File: config.mk
export PLATFORM = sky130hd
export DESIGN_NAME = sap_ram_loader
export DESIGN_NICKNAME = d
export VERILOG_FILES = /design/src/rtl/sap_ram_loader.sv
export SDC_FILE = /design/constraint.sdc
export NUM_CORES = 1
export LEC_CHECK = 0
export ABC_AREA = 1
export CORE_AREA = 2 2 51 53
export DETAILED_ROUTE_END_ITERATION = 6
export DIE_AREA = 0 0 53 55
export HOLD_SLACK_MARGIN = 0.15
export PLACE_DENSITY_LB_ADDON = 0.05
export SLEW_MARGIN = 20
export SYNTH_ARGS = -nofsm -noshare
export SYNTH_HDL_FRONTEND = slang
export SYNTH_SLANG_ARGS = --single-unit
File: constraint.sdc
create_clock -name clk -period 1.3 [get_ports clk]
set_input_delay 0.325 -clock clk [delete_from_list [all_inputs] [get_ports clk]]
set_output_delay 0.325 -clock clk [all_outputs]
set_load 0.01 [all_outputs]
File: src/rtl/sap_ram_loader.sv
// SAP-1 RAM arbiter and program loader: passes CPU strobes through when idle, otherwise streams bytes into RAM.
// Optional read-back check of each written byte is compiled in with SAP_LOADER_VERIFY_EN.
module sap_ram_loader #(
  parameter int         LOAD_WORDS = 16,
  parameter logic [3:0] BASE_ADDR  = 4'd0
) (
  input  logic       clk,
  input  logic       rst_n,
  input  logic       load_start,
  input  logic       load_abort,
  input  logic [7:0] byte_data,
  input  logic       byte_valid,
  output logic       byte_ready,
  input  logic       cpu_addr_en,
  input  logic       cpu_we,
  input  logic       cpu_oe,
  output logic       cpu_grant,
  output logic       ram_address_enable,
  output logic       ram_write_enable,
  output logic       ram_output_enable,
  output logic       bus_drive,
  output logic [7:0] bus_data,
  input  logic [7:0] ram_rd_data,
  output logic       busy,
  output logic       done,
  output logic       load_error
);

  localparam logic [3:0] LAST_ADDR = 4'(int'(BASE_ADDR) + LOAD_WORDS - 1);

`ifdef SAP_LOADER_VERIFY_EN
  typedef enum logic [2:0] {
    S_IDLE, S_ADDR, S_WAIT_BYTE, S_WRITE, S_VERIFY, S_DONE
  } state_t;
`else
  typedef enum logic [2:0] {
    S_IDLE, S_ADDR, S_WAIT_BYTE, S_WRITE, S_DONE
  } state_t;
`endif

  state_t     r_state;
  state_t     w_state_next;
  logic [3:0] r_addr;
  logic [3:0] w_addr_next;
  logic [7:0] r_byte;
  logic [7:0] w_byte_next;
  logic       r_load_error;
  logic       w_load_error_next;

  logic       w_ldr_addr_en;
  logic       w_ldr_write_en;
  logic       w_ldr_drive;
  logic [7:0] w_ldr_data;
  logic       w_ldr_ready;
  logic       w_ldr_done;
  logic       w_last;

  assign w_last = (r_addr == LAST_ADDR);

  always_ff @(posedge clk or negedge rst_n) begin
    if (!rst_n) begin
      r_state      <= S_IDLE;
      r_addr       <= BASE_ADDR;
      r_byte       <= 8'h00;
      r_load_error <= 1'b0;
    end else begin
      r_state      <= w_state_next;
      r_addr       <= w_addr_next;
      r_byte       <= w_byte_next;
      r_load_error <= w_load_error_next;
    end
  end

  always_comb begin
    w_state_next      = r_state;
    w_addr_next       = r_addr;
    w_byte_next       = r_byte;
    w_load_error_next = r_load_error;
    w_ldr_addr_en     = 1'b0;
    w_ldr_write_en    = 1'b0;
    w_ldr_drive       = 1'b0;
    w_ldr_data        = 8'h00;
    w_ldr_ready       = 1'b0;
    w_ldr_done        = 1'b0;

    case (r_state)
      S_IDLE: begin
        // Abort outranks a simultaneous start request.
        if (load_start && !load_abort) begin
          w_state_next      = S_ADDR;
          w_addr_next       = BASE_ADDR;
          w_load_error_next = 1'b0;
        end
      end
      S_ADDR: begin
        w_ldr_addr_en = 1'b1;
        w_ldr_drive   = 1'b1;
        w_ldr_data    = {4'b0000, r_addr};
        w_state_next  = S_WAIT_BYTE;
      end
      S_WAIT_BYTE: begin
        w_ldr_ready = 1'b1;
        if (byte_valid) begin
          w_byte_next  = byte_data;
          w_state_next = S_WRITE;
        end
      end
      S_WRITE: begin
        w_ldr_write_en = 1'b1;
        w_ldr_drive    = 1'b1;
        w_ldr_data     = r_byte;
`ifdef SAP_LOADER_VERIFY_EN
        w_state_next   = S_VERIFY;
`else
        if (w_last) begin
          w_state_next = S_DONE;
        end else begin
          w_addr_next  = r_addr + 4'd1;
          w_state_next = S_ADDR;
        end
`endif
      end
`ifdef SAP_LOADER_VERIFY_EN
      S_VERIFY: begin
        // RAM output reflects the word just written at the latched address.
        if (ram_rd_data != r_byte) begin
          w_load_error_next = 1'b1;
        end
        if (w_last) begin
          w_state_next = S_DONE;
        end else begin
          w_addr_next  = r_addr + 4'd1;
          w_state_next = S_ADDR;
        end
      end
`endif
      S_DONE: begin
        w_ldr_done   = 1'b1;
        w_state_next = S_IDLE;
      end
      default: begin
        w_state_next = S_IDLE;
      end
    endcase

    // A byte accepted in the abort cycle is dropped along with the load.
    if (load_abort && (r_state != S_IDLE)) begin
      w_state_next = S_IDLE;
      w_byte_next  = r_byte;
    end
  end

  assign cpu_grant          = (r_state == S_IDLE);
  assign busy               = !cpu_grant;
  assign byte_ready         = w_ldr_ready;
  assign done               = w_ldr_done;
  assign bus_drive          = w_ldr_drive;
  assign bus_data           = w_ldr_data;
  assign ram_address_enable = cpu_grant ? cpu_addr_en : w_ldr_addr_en;
  assign ram_write_enable   = cpu_grant ? cpu_we      : w_ldr_write_en;
  assign ram_output_enable  = cpu_grant & cpu_oe;

`ifdef SAP_LOADER_VERIFY_EN
  assign load_error = r_load_error;
`else
  logic w_unused_rd;
  assign w_unused_rd = ^{ram_rd_data, r_load_error, w_load_error_next};
  assign load_error  = 1'b0;
`endif

endmodule

# Yosys cells after proc, flatten, opt, wreduce, memory -nomap -nowiden
# Cells that the tools add are included.
dict set report totals {
  inputBits 24
  latch_bits 0
  mem_bits_rw 0
  wordCells 42
  memories 0
  rom_bits 0
  output_inout_bits 17
  ff_bits 15
}
dict set report classes {
  bitwise_logic 2
  n_reduce_logical 11
  eq_ne 9
  n_shift 0
  n_mux 16
  magnitude_cmp 0
  multipliers 0
  add_sub_neg 1
  div_mod_pow 0
}
# op n
set ops {}
lappend ops {{8-bit case mux with 2 select lines} 1}
lappend ops {{3-bit 2-to-1 mux} 4}
lappend ops {{3-bit case mux with 4 select lines} 1}
lappend ops {{4-bit 2-to-1 mux} 2}
lappend ops {{4-bit case mux with 2 select lines} 1}
lappend ops {{1-bit 2-to-1 mux} 7}
lappend ops {{3-bit by 2-bit equality test with 1-bit output, second input constant} 2}
lappend ops {{3-bit AND reduction} 2}
lappend ops {{4-bit by 1-bit adder with 4-bit output, second input constant} 1}
lappend ops {{4-bit equality test, second input constant} 1}
lappend ops {{3-bit by 1-bit equality test with 1-bit output, second input constant} 1}
lappend ops {{3-bit equality test, second input constant} 1}
lappend ops {{3-bit logical NOT} 1}
lappend ops {{3-bit by 1-bit inequality test with 1-bit output, second input constant} 1}
lappend ops {{3-bit inequality test, second input constant} 1}
lappend ops {{3-bit nonzero test} 1}
lappend ops {{1-bit logical AND} 2}
lappend ops {{1-bit logical NOT} 2}
lappend ops {{2-bit by 1-bit inequality test with 1-bit output, second input constant} 1}
lappend ops {{2-bit inequality test, second input constant} 1}
lappend ops {{2-bit AND reduction} 1}
lappend ops {{2-bit nonzero test} 1}
lappend ops {{2-bit OR reduction} 1}
lappend ops {{1-bit bitwise AND} 1}
lappend ops {{1-bit NOT} 1}

# Longest topological paths before layout
dict set report depth {
  ltp_word 5
  depth_mapped 8
  depth_no_buf 7
}

# Least setup slack after synthesis
# OpenSTA, ideal clock, no wires.
dict set report synth_path {
  kind {register to output}
  startpoint {register r_state[2]}
  endpoint {output bus_data[0]}
  path_buffers 0
  t_required_ps 975
  arrival_time_ps 1029
  stages_incl_launch_ff 6
  path_slack_ps -54
  path_cell_list {dfrtp_1 -> inv_1 -> nand2_1 -> inv_1 -> nand2_1 -> o21ai_0}
}
dict set report synth_between {
  elab_chain_cells 2
  word_cells_on_any_way 3
  cone_classes {eq/ne: 2; mux: 1}
}
# element line_no
set synth_lines {}
lappend synth_lines {{from (decl)} 41} ;# state_t r_state;
lappend synth_lines {{from (signal assigned)} 67} ;# r_state <= w_state_next;
lappend synth_lines {{3-bit by 2-bit equality test with 1-bit output or 3-bit by 1-bit equality test with 1-bit output (tied branches)} 86} ;# case (r_state)
lappend synth_lines {{8-bit case mux with 2 select lines (*)} 86}
lappend synth_lines {{to (decl)} 22} ;# output logic [7:0] bus_data,
# Mark *: on every way between the ends. The rest lies on a longest branch, timed or not.

# Worst setup path after layout
dict set report layout_path {
  startpoint {register r_state[1]}
  endpoint {output ram_write_enable}
}
dict set report layout_between {
  elab_chain_cells 3
  word_cells_on_any_way 4
  cone_classes {eq/ne: 1; mux: 2; reduce/logical: 1}
}
# element line_no
set layout_lines {}
lappend layout_lines {{3-bit by 2-bit equality test with 1-bit output} 86}
lappend layout_lines {{1-bit 2-to-1 mux} 86}
lappend layout_lines {{1-bit 2-to-1 mux (*)} 160} ;# assign ram_write_enable = cpu_grant ? cpu_we : w_ldr_write_en;
lappend layout_lines {{to (decl)} 19} ;# output logic ram_write_enable,
# Marked as above.

==> flow_summary_export.csv <==
group,metric,value,unit
yosys,synthCells,128,
critical_path,end_kind,"output pin",
power,power_leakage,0.856,nW
yosys,yosysTopAreaCell,"dfrtp_1",
power,max-vdd-ir-drop,1100,uV
placement,hpwl,1.66,mm
placement,io_buffers,31,
sta,hold_viol_final,0,
cts,htreeDepth,1,
cells_and_area,syn_to_final_growth,74.3,%
route,vias,996,
critical_path,crit_path_max_incr_delay,0.42,ns
sta,setup_ws,-0.376,ns
yosys,yosys_warnings,0,
yosys,synth_area,910,um^2
cts,cts.sinks,15,
sta,min_period_over_period,1.29,
placement,dp_cells,207,
die,die_w,53,um
power,power-per-cell-area,1760,mW/mm^2
cells_and_area,final_cell_count_no_fill,219,
yosys,yosys_register_bits,15,
cells_and_area,nNetsFinal,215,
cells_and_area,mostFrequentLayoutCell,"nand2_1",
critical_path,crit_type,"reg -> out",
yosys,ys.flop_type,"dfrtp_1",
yosys,avgSynthCellArea,7.11,um^2
sta,finalSetupViolations,27,
critical_path,critPathRequiredTime,0.98,ns
die,core.rowCount,18,
cts,clock_path_buffers,2,
sta,fmax,0.597,GHz
route,detail_route.first_pass.iterations,4,
cells_and_area,postLayoutCoreUtil,0.670,
route,drc,0,
yosys,synth_top_area_share,0.413,
cells_and_area,layout-drive-gt1-share,0.497,
global_routing,grt_antenna_before_repair,0,
placement,gp_congestion,0.804,
sta,clock_skew,0.00711,ns
yosys,synth_edf_count,0,
cells_and_area,final_cell_mix,"nand2_1, inv_1, buf_4",
route,drt_iter0_drc,12,
flow_run,maxCapViolCount,0,
critical_path,path_buf_inv,4,
yosys,ys_seq_area_frac,0.413,
cts,root_buffer,"clkbuf_4",
global_routing,grt_pass1_wl,4.00,mm
yosys,synthTopCellsByArea,"dfrtp_1, nand2_1, inv_1, o21ai_2, nor2_1",
route,drtAntennaViolNets,0,
route,viasPerCell,4.55,
cts,clk_latency,0.30,ns
critical_path,cp_top_family,"buffers and inverters",
critical_path,cp_max_fo,7,
yosys,syn-num-nets,153,
sta,rsz0062_at_grt,"true",
power,total_power,2.79,mW
sta,tns,-5.65,ns
yosys,synthArstFlopShare,1.00,
route,wl_per_cell,11.8,um
route,drt_wl_total,2.57,mm
outcome,status,"complete, but fails checks",
critical_path,crit_slowest_cell,"dfrtp_1",
die,die-area,0.00292,mm^2
critical_path,crit_arrival,1.35,ns
die,core_area,0.00236,mm^2
critical_path,cp_cell_sequence,"buf_6 -> nand3_4 -> buf_6 -> buf_6 -> nand2_1 -> buf_2",
cts,cts_inserted_buffers,3,
global_routing,grt_pass1_vias,957,
min_path,hold_class,"in -> async",
cells_and_area,fillers,212,
critical_path,start_kind,"flop",
cts,clkSlewWorstSetupHoldPaths,0.11,ns
die,die_h,55,um
sta,min_period,1.68,ns
global_routing,grt_max_degree,16,
die,initial_core_util,0.385,
global_routing,track_usage,0.194,
cts,cts_hold_buf,0,
yosys,ys_types,19,
cells_and_area,diodes,0,
outcome,violations,"negative setup slack",
die,io-pin-count,41,
cts,cts_tree,"yes",
global_routing,overflow,0,
critical_path,cpMostUsedCell,"buf_6",
sta,final-max-slew-violation-count,0,
[kinds of logic (layout without fill, tap and decap cells)]
kind of cell | count (synthesis) | after routing | share of synthesized area
compound gates | 11 | 11 | 0.0935
fa+ha+maj | 1 | 1 | 0.0138
buf+inv | 28 | 88 | 0.132
flops | 15 | 15 | 0.413
other cells | 1 | 1 | 0.00412
simple gates | 72 | 73 | 0.344
[cells in the mapped netlist, types with 2 or more instances]
cell,number
nand3_1,9
buf_4,2
dfrtp_1,15
nor2_1,13
o21ai_0,3
o21ai_2,8
inv_1,24
nand2_1,43
[power by group]
part | internal (mW) | total (mW) | switching, mW
clock | 0.117 | 0.300 | 0.182
sequential | 0.637 | 0.778 | 0.142
combinational | 0.856 | 1.72 | 0.859
[state kept, by name, summed over array words and instances, names as in the netlist]
register / cells
r_byte: 8
r_addr: 4
r_state: 3
[stage by stage]
step / area [um^2] / setup slack [ns] / hold slack, ns
after CTS: 1530 / -0.327 / 0.339
after global routing: 1590 / -0.416 / 0.355
after global placement: 1390 / -0.454 / 0.465
after detailed placement: 1390 / -0.474 / 0.475
after floorplan: 910 / -0.0541 / 0.0294
final: 1590 / -0.376 / 0.329
[worst paths after layout]
check / startpoint / endpoint / slack (ns) / cells after the start
setup reg to reg: r_state[2] / r_byte[1] / -0.10 / 9
setup / recovery: r_state[1] / ram_write_enable / -0.38 / 6
max in group asynchronous: rst_n / r_state[0] / 0.77 / 2
hold / removal: rst_n / r_addr[1] / 0.33 / 2
min in group clk: r_byte[1] / r_byte[1] / 0.50 / 2
hold reg to reg: r_byte[1] / r_byte[1] / 0.50 / 2
[area by class of cell]
type,instances,area [um^2],share of cell area
clock inverters,1,7.51,0.00474
repair buffers,59,493,0.311
well taps,30,37.5,0.0237
clock buffers,3,22.5,0.0142
flip-flops and latches,15,377,0.238
inverters,25,93.8,0.0592
multi-input cells,86,554,0.350
[per-layer routing]
layer	part of all wire	up-vias	GRT usage
met2	0.51	28	0.354
met3	0.062	7	0.0591
met4	0.017	0	0.0726
met1	0.41	453	0.213
met5	0	-	0
li1	-	508	-
[repair_timing]
| action | CTS | global route |
|---|---|---|
| cloned | 1 | 0 |
| setup buffers | 7 | 0 |
| endpoints found under the setup margin | 28 | 30 |
| resized for setup | 102 | 15 |
| pin swaps | 8 | 4 |
Note: power is estimated with default switching activity, not from simulation.
